File: src/rtl/cuenta_regresiva_rtc.sv
// -----------------------------------------------------------------------------
// cuenta_regresiva_rtc
// Countdown timer holding hh:mm:ss in packed BCD (one byte per field). Each
// effective tick subtracts one second with full BCD borrow propagation. The
// block supports loading with per-field clamping, pausing, zero detection and
// either stop-at-zero or continuous wrap-around operation.
//
// Parameters:
//   HORA_MAX      highest BCD hour value; hours wrap to it and loads clamp to it
//   MODO_CONTINUO 0 = stop at 00:00:00, 1 = wrap to HORA_MAX:59:59 and continue
//   DIV_TICK      0 = use the tick input, N>0 = internal tick every N RUN cycles
//
// Ports:
//   clk          system clock, rising edge
//   reset        synchronous active-high reset
//   cargar       load strobe for hora_in/minuto_in/segundo_in
//   hora_in      BCD hours to load
//   minuto_in    BCD minutes to load
//   segundo_in   BCD seconds to load
//   habilitar    level enable: 1 = count, 0 = pause
//   tick         one-cycle 1 Hz strobe (only used when DIV_TICK = 0)
//   hora_out     registered BCD hours
//   minuto_out   registered BCD minutes
//   segundo_out  registered BCD seconds
//   activo       high while counting (state RUN)
//   fin          one-cycle pulse when a tick brings the count to 00:00:00
// -----------------------------------------------------------------------------
module cuenta_regresiva_rtc #(
   parameter logic [7:0] HORA_MAX      = 8'h23,
   parameter bit         MODO_CONTINUO = 1'b0,
   parameter int         DIV_TICK      = 0
) (
   input  logic       clk,
   input  logic       reset,
   input  logic       cargar,
   input  logic [7:0] hora_in,
   input  logic [7:0] minuto_in,
   input  logic [7:0] segundo_in,
   input  logic       habilitar,
   input  logic       tick,
   output logic [7:0] hora_out,
   output logic [7:0] minuto_out,
   output logic [7:0] segundo_out,
   output logic       activo,
   output logic       fin
);

   localparam int PRESC_W = (DIV_TICK > 1) ? $clog2(DIV_TICK) : 1;
   localparam logic [PRESC_W-1:0] PRESC_FIN = (DIV_TICK > 1) ? PRESC_W'(DIV_TICK - 1) : '0;
   localparam logic [7:0] MAX_MIN_SEG = 8'h59;

   typedef enum logic [1:0] {
      IDLE = 2'd0,
      RUN  = 2'd1,
      DONE = 2'd2
   } estado_t;

   estado_t              estado_q;
   logic [7:0]           hora_q;
   logic [7:0]           minuto_q;
   logic [7:0]           segundo_q;
   logic                 fin_q;
   logic [PRESC_W-1:0]   prescaler_q;

   logic [7:0]           horaDec_d;
   logic [7:0]           minutoDec_d;
   logic [7:0]           segundoDec_d;
   logic                 prestamoSeg;
   logic                 prestamoMin;
   logic                 valorCero;
   logic                 decCero;
   logic                 tickEfectivo;

   // A loaded field is replaced by its maximum when either nibble is not a
   // decimal digit or when the whole value is above the maximum. For valid
   // BCD, comparing the bytes as binary gives the same order as decimal.
   function automatic logic [7:0] limitarBcd(input logic [7:0] valor,
                                             input logic [7:0] maximo);
      if ((valor[7:4] > 4'd9) || (valor[3:0] > 4'd9) || (valor > maximo)) begin
         return maximo;
      end
      return valor;
   endfunction

   // Next value after one second is subtracted, computed purely in BCD.
   // Seconds borrow from minutes when they are 00, minutes borrow from hours
   // when they are 00 and a borrow arrives, and hours only wrap to HORA_MAX
   // from 00:00:00, which the FSM allows only in continuous mode.
   always_comb begin
      segundoDec_d = segundo_q;
      minutoDec_d  = minuto_q;
      horaDec_d    = hora_q;
      prestamoSeg  = 1'b0;
      prestamoMin  = 1'b0;

      if (segundo_q == 8'h00) begin
         segundoDec_d = MAX_MIN_SEG;
         prestamoSeg  = 1'b1;
      end else if (segundo_q[3:0] == 4'h0) begin
         segundoDec_d = {segundo_q[7:4] - 4'h1, 4'h9};
      end else begin
         segundoDec_d = {segundo_q[7:4], segundo_q[3:0] - 4'h1};
      end

      if (prestamoSeg) begin
         if (minuto_q == 8'h00) begin
            minutoDec_d = MAX_MIN_SEG;
            prestamoMin = 1'b1;
         end else if (minuto_q[3:0] == 4'h0) begin
            minutoDec_d = {minuto_q[7:4] - 4'h1, 4'h9};
         end else begin
            minutoDec_d = {minuto_q[7:4], minuto_q[3:0] - 4'h1};
         end
      end

      if (prestamoMin) begin
         if (hora_q == 8'h00) begin
            horaDec_d = HORA_MAX;
         end else if (hora_q[3:0] == 4'h0) begin
            horaDec_d = {hora_q[7:4] - 4'h1, 4'h9};
         end else begin
            horaDec_d = {hora_q[7:4], hora_q[3:0] - 4'h1};
         end
      end
   end

   // Zero detection on the present value (gates IDLE->RUN) and on the
   // decremented value (raises fin and ends the count in stop mode).
   assign valorCero = (hora_q == 8'h00) && (minuto_q == 8'h00) && (segundo_q == 8'h00);
   assign decCero   = (horaDec_d == 8'h00) && (minutoDec_d == 8'h00) && (segundoDec_d == 8'h00);

   // With the internal prescaler the external tick is ignored entirely; the
   // terminal count is only reached while RUN, since the prescaler is held at
   // zero in every other state.
   assign tickEfectivo = (DIV_TICK == 0) ? tick : (prescaler_q == PRESC_FIN);

   // Single FSM register block. Load beats any tick or state transition and
   // always lands in IDLE, so a load into a running timer costs one cycle of
   // IDLE before counting resumes. fin defaults low every cycle so it can only
   // ever be a single-cycle pulse.
   always_ff @(posedge clk) begin
      if (reset) begin
         estado_q    <= IDLE;
         hora_q      <= 8'h00;
         minuto_q    <= 8'h00;
         segundo_q   <= 8'h00;
         fin_q       <= 1'b0;
         prescaler_q <= '0;
      end else begin
         fin_q <= 1'b0;
         if (cargar) begin
            hora_q      <= limitarBcd(hora_in, HORA_MAX);
            minuto_q    <= limitarBcd(minuto_in, MAX_MIN_SEG);
            segundo_q   <= limitarBcd(segundo_in, MAX_MIN_SEG);
            prescaler_q <= '0;
            estado_q    <= IDLE;
         end else begin
            case (estado_q)
               IDLE: begin
                  prescaler_q <= '0;
                  if (habilitar && (!valorCero || MODO_CONTINUO)) begin
                     estado_q <= RUN;
                  end
               end
               RUN: begin
                  if (!habilitar) begin
                     prescaler_q <= '0;
                     estado_q    <= IDLE;
                  end else begin
                     if (DIV_TICK > 0) begin
                        if (tickEfectivo) begin
                           prescaler_q <= '0;
                        end else begin
                           prescaler_q <= prescaler_q + 1'b1;
                        end
                     end
                     if (tickEfectivo) begin
                        hora_q    <= horaDec_d;
                        minuto_q  <= minutoDec_d;
                        segundo_q <= segundoDec_d;
                        if (decCero) begin
                           fin_q <= 1'b1;
                           if (!MODO_CONTINUO) begin
                              estado_q <= DONE;
                           end
                        end
                     end
                  end
               end
               DONE: begin
                  prescaler_q <= '0;
                  if (!habilitar) begin
                     estado_q <= IDLE;
                  end
               end
               default: begin
                  prescaler_q <= '0;
                  estado_q    <= IDLE;
               end
            endcase
         end
      end
   end

   assign hora_out    = hora_q;
   assign minuto_out  = minuto_q;
   assign segundo_out = segundo_q;
   assign fin         = fin_q;
   assign activo      = (estado_q == RUN);

endmodule

File: config.mk
export PLATFORM = sky130hd
export DESIGN_NAME = cuenta_regresiva_rtc
export DESIGN_NICKNAME = d
export VERILOG_FILES = /design/src/rtl/cuenta_regresiva_rtc.sv
export SDC_FILE = /design/constraint.sdc
export NUM_CORES = 1
export LEC_CHECK = 0
export CAP_MARGIN = 15
export CORE_ASPECT_RATIO = 0.9
export CORE_MARGIN = 3
export CORE_UTILIZATION = 50
export DETAILED_ROUTE_END_ITERATION = 8
export DONT_BUFFER_PORTS = 1
export PLACE_DENSITY = 0.62
export SLEW_MARGIN = 10
export SYNTH_ARGS = -nofsm -noshare
export SYNTH_HDL_FRONTEND = slang
export SYNTH_SLANG_ARGS = --single-unit
File: constraint.sdc
create_clock -name clk -period 3 [get_ports clk]
set_input_delay 0.6 -clock clk [delete_from_list [all_inputs] [get_ports clk]]
set_output_delay 0.6 -clock clk [all_outputs]
set_load 0.02 [all_outputs]
After elaboration in Yosys (flattened, before gate mapping):

Index checks and enable logic that the tools add are counted.

* output and inout port bits: 26
* flip-flop bits (word level): 27
* word-level logic and storage cells: 103

* $lt $le $gt $ge: 9
* eq/ne operators: 6
* bitwise logic cells: 3
* add/subtract/negate cells: 6
* reduce and logical (&&, ||, !) cells: 29
* mux-type cells: 45

Operators with widths (number)
* $mux W8: 26
* $logic_not A8 Y1: 6
* $gt A4 B4 Y1 const B: 6
* $sub A4 B1 Y4 const B: 6
* $gt A8 B7 Y1 const B: 2
* $mux W1: 13
* $logic_not A4 Y1: 3
* $mux W2: 5
* $gt A8 B6 Y1 const B: 1
* $logic_or A1 B1 Y1: 6
* $pmux W2 S3: 1
* $reduce_bool A2 Y1: 3
* $logic_and A1 B1 Y1: 5
* $reduce_or A5 Y1: 1
* $ne A2 B2 Y1 const B: 2
* $reduce_and A4 Y1: 1
* $ne A3 B2 Y1 const B: 1
* $ne A3 B3 Y1 const B: 1
* $not A1 Y1: 3
* $reduce_and A3 Y1: 1
* $eq A2 B1 Y1 const B: 1
* $eq A2 B2 Y1 const B: 1
* $logic_not A2 Y1: 1
* $reduce_or A2 Y1: 1
* $logic_not A1 Y1: 1

Depth between registers and ports, before layout:

Gate-level depths: netlist of the first run.

* depth after elaboration: 11
* gate-level depth with buffers: 10

Worst setup path after synthesis of the first run:

No wires, ideal clock.

* path kind: register to register
* start point: register minuto_q[0] (netlist: minuto_out[0])
* end point: register hora_q[5] (netlist: hora_out[5])
* period minus slack after synthesis: 2625 ps
* cell stages (with the launch flop): 9
* path slack: 375 ps
* data arrival time: 2492 ps
* buffers on the path: 0
* cells stage by stage: dfxtp_1 -> inv_1 -> ha_1 -> nor3b_1 -> nand3_1 -> or3_1 -> or4b_1 -> o21ai_0 -> a211oi_1

* word-level cells in the longest chain between the ends: 8

Ends and longest elaborated chain
* from (decl): RTL line 60 `logic [7:0] minuto_q;`
* from (signal assigned): RTL line 153 `minuto_q <= limitarBcd(minuto_in, MAX_MIN_SEG);`
* from (signal assigned): RTL line 179 `minuto_q <= minutoDec_d;`
* $logic_not A8 Y1: RTL line 106 `if (minuto_q == 8'h00) begin`
* $mux W1: RTL line 106
* $mux W1: RTL line 105 `if (prestamoSeg) begin`
* $mux W8: RTL line 116 `if (prestamoMin) begin`
* $mux W8: RTL line 177 `if (tickEfectivo) begin`
* $mux W8: RTL line 166 `if (!habilitar) begin`
* $mux W8: RTL line 158 `case (estado_q)`
* $mux W8: RTL line 151 `if (cargar) begin`
* to (signal assigned): RTL line 152 `hora_q <= limitarBcd(hora_in, HORA_MAX);`
* to (signal assigned): RTL line 178 `hora_q <= horaDec_d;`
* to (decl): RTL line 59 `logic [7:0] hora_q;`

Every way passes these cells. The select of a mux whose other input is x is not followed.
A chain may end at the register's enable or synchronous reset.

Final worst setup path of the first run:

* start point: register segundo_q[1] (netlist: segundo_out[1])
* end point: register estado_q[0]

* word-level cells in the longest chain between the ends: 9
* elaborated cells on any way between the ends: 20
* those cells by class: add/sub: 1; eq/ne: 2; mux: 6; reduce/logical: 11

Ends and longest elaborated chain
* from (decl): RTL line 61 `logic [7:0] segundo_q;`
* from (signal assigned): RTL line 154 `segundo_q <= limitarBcd(segundo_in, MAX_MIN_SEG);`
* from (signal assigned): RTL line 180 `segundo_q <= segundoDec_d;`
* branches (longest 8 deep; another with $sub A4 B1 Y4)
* $reduce_and A4 Y1 (no line) *
* to (signal assigned): RTL line 143 `estado_q <= IDLE;`
* to (signal assigned): RTL line 156 `estado_q <= IDLE;`
* to (signal assigned): RTL line 162 `estado_q <= RUN;`
* to (decl): RTL line 58 `estado_t estado_q;`

Mark *: on every way between the ends.

==> results of run 1 <==
## final cells by class
cell class                 count  area, µm²  area share
inverter                      15       56.3      0.0259
tap                           44       55.1      0.0254
clock inverter                 1       5.00     0.00231
timing repair buffer          18        135      0.0622
sequential                    27        541       0.249
multi-input combinational    218       1340       0.616
clock buffer                   3       41.3      0.0190
## cells in the mapped netlist, types with 2 or more instances
cell type,count,area (µm²)
nor2_1,37,139
dfxtp_1,27,541
a21oi_1,20,100
nand2_1,19,71.3
nand3_1,17,85.1
o21ai_0,15,75.1
inv_1,14,52.6
nor3_1,11,55.1
a211oi_1,10,75.1
ha_1,8,100
clkbuf_1,7,26.3
nor4_1,6,37.5
mux2i_1,5,50.1
nand4_1,5,31.3
nor3b_1,4,30.0
o21a_1,4,30.0
o22ai_1,4,25.0
or3_1,4,25.0
or4_1,4,30.0
a2111oi_0,3,26.3
and3_1,3,18.8
o211ai_1,3,22.5
a21o_1,2,15.0
a221oi_1,2,17.5
a311oi_1,2,17.5
a31oi_1,2,12.5
nand2b_1,2,12.5
nor2b_1,2,12.5
o32a_1,2,20.0
or3b_1,2,17.5
or3b_2,2,17.5
## state kept, by name, summed over array words and instances (netlist names)
signal,flops
estado_q,2
fin,1
hora_out,8
minuto_out,8
segundo_out,8
## routing by layer
layer | share of wire | routed length, µm
met4 | 0.0052 | 29
met3 | 0.096 | 531
met2 | 0.43 | 2370
met1 | 0.47 | 2610
met5 | 0 | 0
## through the flow
step	setup WS, ns	power (mW)	std cells
5_1_grt	0.0728	0.909	326
4_1_cts	0.360	0.855	326
6_report	0.350	0.853	326
3_3_place_gp	0.429	0.645	322
2_1_floorplan	0.375	0.585	268
3_5_place_dp	0.382	0.645	322
## where the power goes
group          internal [mW]  switching (mW)  leakage, nW
clock network         0.0933           0.120       0.0255
logic                 0.0954           0.141        0.565
registers              0.376          0.0277        0.222
total                  0.565           0.289        0.813
## path summary, 6_finish.rpt
path,startpoint,end
min reg2reg,segundo_out[5]$_SDFFE_PP0P_,segundo_out[5]$_SDFFE_PP0P_
max,segundo_out[1]$_SDFFE_PP0P_,estado_q[0]$_SDFFE_PP0P_
max reg2reg,segundo_out[1]$_SDFFE_PP0P_,estado_q[0]$_SDFFE_PP0P_
min,reset,segundo_out[6]$_SDFFE_PP0P_
## logic make-up after synthesis
family | Yosys count | share of synthesized area
AND/OR/NAND/NOR | 126 | 0.334
adder cells (fa/ha/maj) | 8 | 0.0509
AO/OA/AOI/OAI | 78 | 0.264
multiplexers | 6 | 0.0312
flip-flops | 27 | 0.275
buffers and inverters | 23 | 0.0446
==> flow_results.xml, run 1 <==
<?xml version="1.0" encoding="UTF-8"?>
<metrics>
  <group name="status">
    <metric name="run_status" unit="">complete, no violations</metric>
  </group>
  <group name="synth">
    <metric name="synthFlopType" unit="">dfxtp_1</metric>
    <metric name="share_of_the_yosys_chip_area_belonging_to_registers" unit="">0.275</metric>
    <metric name="synth.ff_latch_count" unit="">27</metric>
    <metric name="synth_fp_nets" unit="">305</metric>
    <metric name="synthesis.area_per_instance" unit="µm²">7.33</metric>
    <metric name="synth_enable_flop_cells" unit="">0</metric>
    <metric name="synthesis.instances" unit="">268</metric>
    <metric name="ys.warnings.count" unit="">0</metric>
    <metric name="ys_types" unit="">51</metric>
    <metric name="mappedNetlistArea" unit="µm²">1970</metric>
    <metric name="asyncSetResetFlopFracSynth" unit="">0</metric>
  </group>
  <group name="critical_path">
    <metric name="worst-r2r-cell-count" unit="">7</metric>
    <metric name="critical_path_start_type" unit="">flop</metric>
    <metric name="cp.arrival" unit="ns">2.83</metric>
    <metric name="endpoint_kind" unit="">flop</metric>
    <metric name="crit_cells" unit="">7</metric>
    <metric name="criticalPathCategory" unit="">reg2reg</metric>
    <metric name="ff2ff_setup_slack" unit="ns">0.35</metric>
    <metric name="critical_path_cell_sequence" unit="">or4_1 &gt; or4_4 &gt; a211oi_2 &gt; nand4_1 &gt; nor4_2 &gt; and3_1 &gt; nor2_1</metric>
    <metric name="worst_ep_required_time" unit="ns">3.18</metric>
    <metric name="critical_path.max_stage_delay" unit="ns">0.59</metric>
    <metric name="cpLargestDelayFamily" unit="">simple AND/OR/NAND/NOR gates</metric>
    <metric name="critPathSlowestCell" unit="">or4_1</metric>
    <metric name="timing.critical_path.fanout_max" unit="">8</metric>
    <metric name="critPathBufInv" unit="">0</metric>
  </group>
  <group name="die">
    <metric name="design.die.area" unit="µm²">4720</metric>
    <metric name="die-height" unit="µm">65.5</metric>
    <metric name="row_count" unit="">20</metric>
    <metric name="core_area" unit="µm²">3580</metric>
    <metric name="start_util" unit="">0.549</metric>
    <metric name="num_io_pins" unit="">55</metric>
    <metric name="floorplan.die.width" unit="µm">72.1</metric>
  </group>
  <group name="clock_network">
    <metric name="cts_buffers" unit="">3</metric>
    <metric name="cts.path.max_buffers" unit="">2</metric>
    <metric name="cts.clk_slew.worst_paths" unit="ns">0.10</metric>
    <metric name="worst_skew_pair.late_latency" unit="ns">0.28</metric>
    <metric name="clk_root_buffer_cell" unit="">clkbuf_8</metric>
    <metric name="cts_resized" unit="">0</metric>
    <metric name="post-cts-setup-buffers" unit="">0</metric>
    <metric name="cts_tree" unit="">yes</metric>
    <metric name="cts_h_tree_depth" unit="">1</metric>
    <metric name="cts.sink_count" unit="">27</metric>
    <metric name="hold_buffers_post_cts" unit="">0</metric>
  </group>
  <group name="sta">
    <metric name="finalSetupViolations" unit="">0</metric>
    <metric name="clock_skew" unit="ns">0.00313</metric>
    <metric name="slew_headroom" unit="">0.497</metric>
    <metric name="report.final.slew_viol_count" unit="">0</metric>
    <metric name="min_period_over_period" unit="">0.883</metric>
    <metric name="max_clock_freq" unit="MHz">377</metric>
    <metric name="totalNegativeSetupSlack" unit="ns">0</metric>
    <metric name="worst_slack_on_hold_paths" unit="ns">0.380</metric>
    <metric name="worst_slew_pin_slew" unit="ns">0.748</metric>
    <metric name="rsz0062_at_grt" unit="">no</metric>
    <metric name="hold_violations" unit="">0</metric>
    <metric name="finalWorstPathRequiredPeriod" unit="ns">2.65</metric>
  </group>
  <group name="routing">
    <metric name="route.detailed.drc" unit="">0</metric>
    <metric name="wl_per_cell" unit="µm">17.0</metric>
    <metric name="drt_first_pass_iters" unit="">5</metric>
    <metric name="wl" unit="µm">5540</metric>
    <metric name="routed-via-count" unit="">2051</metric>
    <metric name="antenna_violating_nets_remaining" unit="">0</metric>
    <metric name="initialDrtViolationCount" unit="">192</metric>
    <metric name="drt-vias-per-instance" unit="">6.29</metric>
  </group>
  <group name="global_route">
    <metric name="grt_pass1_wl" unit="µm">9380</metric>
    <metric name="largest_net_degree_at_the_start_of_global_routing" unit="">25</metric>
    <metric name="grt.met1_usage" unit="">0.347</metric>
    <metric name="met2_layer_usage_reported_by_global_route" unit="">0.382</metric>
    <metric name="grt_util_met3" unit="">0.0673</metric>
    <metric name="top_usage_layer" unit="">met2</metric>
    <metric name="grt_antenna_before_repair" unit="">0</metric>
    <metric name="grt_use_total" unit="">0.248</metric>
    <metric name="via_count_of_the_first_global_routing_pass" unit="">1975</metric>
    <metric name="gr-total-overflow" unit="">0</metric>
  </group>
  <group name="power_and_ir_drop">
    <metric name="leak" unit="nW">0.813</metric>
    <metric name="power_density_cells" unit="nW/µm²">393</metric>
    <metric name="ir_worst_vdd" unit="mV">0.319</metric>
  </group>
  <group name="flow_run">
    <metric name="drv.max_cap_violation_count" unit="">0</metric>
  </group>
  <group name="final_layout">
    <metric name="syn2layout_area_growth" unit="%">10.4</metric>
    <metric name="mostFrequentLayoutCells" unit="">37 x nor2_1, 27 x dfxtp_1, 20 x a21oi_1</metric>
    <metric name="fillers" unit="">333</metric>
    <metric name="layout.core_utilization" unit="">0.607</metric>
    <metric name="drive_above_1_share" unit="">0.103</metric>
    <metric name="final_cell_area" unit="µm²">2170</metric>
    <metric name="mostFrequentLayoutCell" unit="">nor2_1</metric>
    <metric name="num-nets-final" unit="">320</metric>
    <metric name="diodes" unit="">0</metric>
  </group>
  <group name="place">
    <metric name="detailed_place_hpwl" unit="µm">4150</metric>
    <metric name="buffer_ports.inserted" unit="">0</metric>
    <metric name="placed_area" unit="µm²">2120</metric>
    <metric name="routabilityCongestion" unit="">0.843</metric>
  </group>
  <group name="worst_hold_path">
    <metric name="whs_path_depth" unit="">1</metric>
    <metric name="timing.hold.worst.class" unit="">in2reg</metric>
  </group>
</metrics>
Note: power is estimated with default switching activity, not from simulation.
==> run 2, diff against run 1 <==
CAP_MARGIN = 20   (was 15)
REMOVE_ABC_BUFFERS = 1   (was default)
==> flow_results.xml, run 2 (synthesis gave the netlist of run 1 again) <==
<?xml version="1.0" encoding="UTF-8"?>
<metrics>
  <group name="status">
    <metric name="run_status" unit="">complete, no violations</metric>
  </group>
  <group name="critical_path">
    <metric name="ff2ff_setup_slack" unit="ns">0.34</metric>
    <metric name="worst_flop_to_flop_path_endpoint" unit="">estado_q[0]$_SDFFE_PP0P_</metric>
    <metric name="cp.arrival" unit="ns">2.84</metric>
    <metric name="endpoint_kind" unit="">flop</metric>
    <metric name="worst_ep_required_time" unit="ns">3.18</metric>
    <metric name="critical_path_start_type" unit="">flop</metric>
    <metric name="timing.critical_path.fanout_max" unit="">4</metric>
    <metric name="criticalPathCategory" unit="">reg2reg</metric>
    <metric name="worst-r2r-cell-count" unit="">9</metric>
    <metric name="reg2reg_from" unit="">minuto_out[5]$_SDFFE_PP0P_</metric>
    <metric name="critPathSlowestCell" unit="">or3b_2</metric>
    <metric name="critical_path_cell_sequence" unit="">inv_1 &gt; ha_1 &gt; or3b_2 &gt; nor4_1 &gt; mux2i_1 &gt; nand4_1 &gt; nor4_2 &gt; and3_1 &gt; nor2_1</metric>
    <metric name="critical_path.max_stage_delay" unit="ns">0.52</metric>
  </group>
  <group name="final_layout">
    <metric name="fillers" unit="">360</metric>
    <metric name="layout.core_utilization" unit="">0.613</metric>
    <metric name="drive_above_1_share" unit="">0.109</metric>
    <metric name="mostFrequentLayoutCells" unit="">37 x nor2_1, 27 x dfxtp_1, 21 x buf_4</metric>
    <metric name="num-nets-final" unit="">323</metric>
    <metric name="syn2layout_area_growth" unit="%">11.5</metric>
    <metric name="mostFrequentLayoutCell" unit="">nor2_1</metric>
    <metric name="final_cell_count_no_fill" unit="">329</metric>
    <metric name="final_cell_area" unit="µm²">2190</metric>
    <metric name="diodes" unit="">0</metric>
  </group>
  <group name="routing">
    <metric name="antenna_violating_nets_remaining" unit="">0</metric>
    <metric name="wl" unit="µm">5660</metric>
    <metric name="met1_length" unit="µm">2620</metric>
    <metric name="top_layer_used" unit="">met4</metric>
    <metric name="drt_first_pass_iters" unit="">4</metric>
    <metric name="drt-vias-per-instance" unit="">6.33</metric>
    <metric name="wl_per_cell" unit="µm">17.2</metric>
    <metric name="route.detailed.drc" unit="">0</metric>
    <metric name="routed-via-count" unit="">2081</metric>
    <metric name="initialDrtViolationCount" unit="">159</metric>
    <metric name="wl_met2" unit="µm">2560</metric>
    <metric name="wl_met3" unit="µm">459</metric>
  </group>
  <group name="sta">
    <metric name="slew_headroom" unit="">0.517</metric>
    <metric name="hold_violations" unit="">0</metric>
    <metric name="max_clock_freq" unit="MHz">376</metric>
    <metric name="report.final.slew_viol_count" unit="">0</metric>
    <metric name="totalNegativeSetupSlack" unit="ns">0</metric>
    <metric name="finalWorstPathRequiredPeriod" unit="ns">2.66</metric>
    <metric name="finalSetupViolations" unit="">0</metric>
    <metric name="worst_slew_pin_slew" unit="ns">0.718</metric>
    <metric name="min_period_over_period" unit="">0.886</metric>
    <metric name="clock_skew" unit="ns">0.00537</metric>
    <metric name="rsz0062_at_grt" unit="">no</metric>
    <metric name="layout_setup_ws" unit="ns">0.342</metric>
  </group>
  <group name="die">
    <metric name="num_io_pins" unit="">55</metric>
    <metric name="design.die.area" unit="µm²">4720</metric>
    <metric name="die-height" unit="µm">65.5</metric>
    <metric name="floorplan.die.width" unit="µm">72.1</metric>
    <metric name="start_util" unit="">0.549</metric>
    <metric name="row_count" unit="">20</metric>
    <metric name="core_area" unit="µm²">3580</metric>
  </group>
  <group name="power_and_ir_drop">
    <metric name="p_sw" unit="mW">0.291</metric>
    <metric name="power.internal" unit="mW">0.571</metric>
    <metric name="power.clock.fraction" unit="">0.249</metric>
    <metric name="leak" unit="nW">0.824</metric>
    <metric name="power_frac_comb" unit="">0.283</metric>
    <metric name="ir_worst_vdd" unit="mV">0.359</metric>
    <metric name="power_density_cells" unit="nW/µm²">393</metric>
    <metric name="p_sw_frac" unit="">0.338</metric>
    <metric name="share_seq_of_total_power" unit="">0.468</metric>
  </group>
  <group name="place">
    <metric name="buffer_ports.inserted" unit="">0</metric>
    <metric name="routabilityCongestion" unit="">0.838</metric>
    <metric name="detailed_place_hpwl" unit="µm">4280</metric>
    <metric name="post-place-ws" unit="ns">0.360</metric>
    <metric name="dp_cells" unit="">325</metric>
    <metric name="placed_area" unit="µm²">2150</metric>
  </group>
  <group name="global_route">
    <metric name="grt_pass1_wl" unit="µm">9230</metric>
    <metric name="gr-total-overflow" unit="">0</metric>
    <metric name="grt_antenna_before_repair" unit="">0</metric>
    <metric name="largest_net_degree_at_the_start_of_global_routing" unit="">25</metric>
    <metric name="via_count_of_the_first_global_routing_pass" unit="">1913</metric>
    <metric name="grt_use_total" unit="">0.246</metric>
  </group>
  <group name="clock_network">
    <metric name="post-cts-setup-buffers" unit="">0</metric>
    <metric name="cts_tree" unit="">yes</metric>
    <metric name="worst_skew_pair.late_latency" unit="ns">0.28</metric>
    <metric name="cts.path.max_buffers" unit="">2</metric>
    <metric name="hold_buffers_post_cts" unit="">0</metric>
    <metric name="cts_buffers" unit="">3</metric>
    <metric name="clk_root_buffer_cell" unit="">clkbuf_8</metric>
    <metric name="cts.clk_slew.worst_paths" unit="ns">0.10</metric>
    <metric name="cts.sink_count" unit="">27</metric>
    <metric name="cts_resized" unit="">0</metric>
    <metric name="cts_h_tree_depth" unit="">1</metric>
  </group>
  <group name="worst_hold_path">
    <metric name="hold_path.startpoint" unit="">reset</metric>
    <metric name="worstHoldEndpoint" unit="">minuto_out[1]$_SDFFE_PP0P_</metric>
    <metric name="whs_path_depth" unit="">1</metric>
    <metric name="timing.hold.worst.class" unit="">in2reg</metric>
  </group>
  <group name="flow_run">
    <metric name="drv.max_cap_violation_count" unit="">0</metric>
  </group>
</metrics>
run 2: cell count changes in the layout (fill, tap and decap cells not counted):
cell / previous run / this run
buf_4: 18 / 21
clkbuf_1: 0 / 1
clkinv_2: 1 / 0
run 2: critical path: cells and delay by family, from the launching register on:
family	cells	cell delay [ns]
multiplexers	1	0.25
buffers and inverters	1	0.08
adder cells (fa/ha/maj)	1	0.21
flip-flops	1	0.32
AND/OR/NAND/NOR	6	1.71
run 2: how the worst max path moves through the flow:
| stage | from | endpoint | slack, ns | cells after the start |
|---|---|---|---|---|
| 5_1_grt | minuto_out[5]$_SDFFE_PP0P_ | estado_q[1]$_SDFFE_PP0P_ | 0.08 | 9 |
| 6_report | minuto_out[5]$_SDFFE_PP0P_ | estado_q[0]$_SDFFE_PP0P_ | 0.34 | 9 |
| 3_3_place_gp | segundo_out[5]$_SDFFE_PP0P_ | estado_q[0]$_SDFFE_PP0P_ | 0.43 | 9 |
| 2_1_floorplan | minuto_out[0]$_SDFFE_PP0P_ | hora_out[5]$_SDFFE_PP0P_ | 0.38 | 8 |
| 4_1_cts | minuto_out[5]$_SDFFE_PP0P_ | estado_q[0]$_SDFFE_PP0P_ | 0.34 | 9 |
| 3_5_place_dp | minuto_out[5]$_SDFFE_PP0P_ | estado_q[0]$_SDFFE_PP0P_ | 0.36 | 9 |
run 2: area by class of cell:
cell class	count	area [µm²]	share of cell area
Tap cell	44	55.1	0.0251
Sequential cell	27	541	0.247
Clock buffer	4	45.0	0.0205
Multi-Input combinational cell	218	1340	0.610
Timing Repair Buffer	21	158	0.0719
Inverter	15	56.3	0.0257
run 2: power groups by stage:
stage	Combinational (mW)	Sequential, mW	Clock, mW
floorplan	0.149	0.427	0
global placement	0.237	0.412	0
detailed placement	0.241	0.412	0
CTS	0.242	0.403	0.218
global route	0.272	0.407	0.236
finish	0.244	0.404	0.215
run 2: per-stage QoR:
stage / hold WS [ns] / power [mW]
2_1_floorplan: 0.456 / 0.576
3_3_place_gp: 0.468 / 0.649
3_5_place_dp: 0.479 / 0.653
4_1_cts: 0.375 / 0.863
5_1_grt: 0.368 / 0.915
6_report: 0.375 / 0.862
run 2: layer usage:
layer	global-route usage	up-vias
met5	0	-
met4	0.0469	0
met1	0.346	938
met3	0.0550	2
met2	0.383	86
li1	-	1055
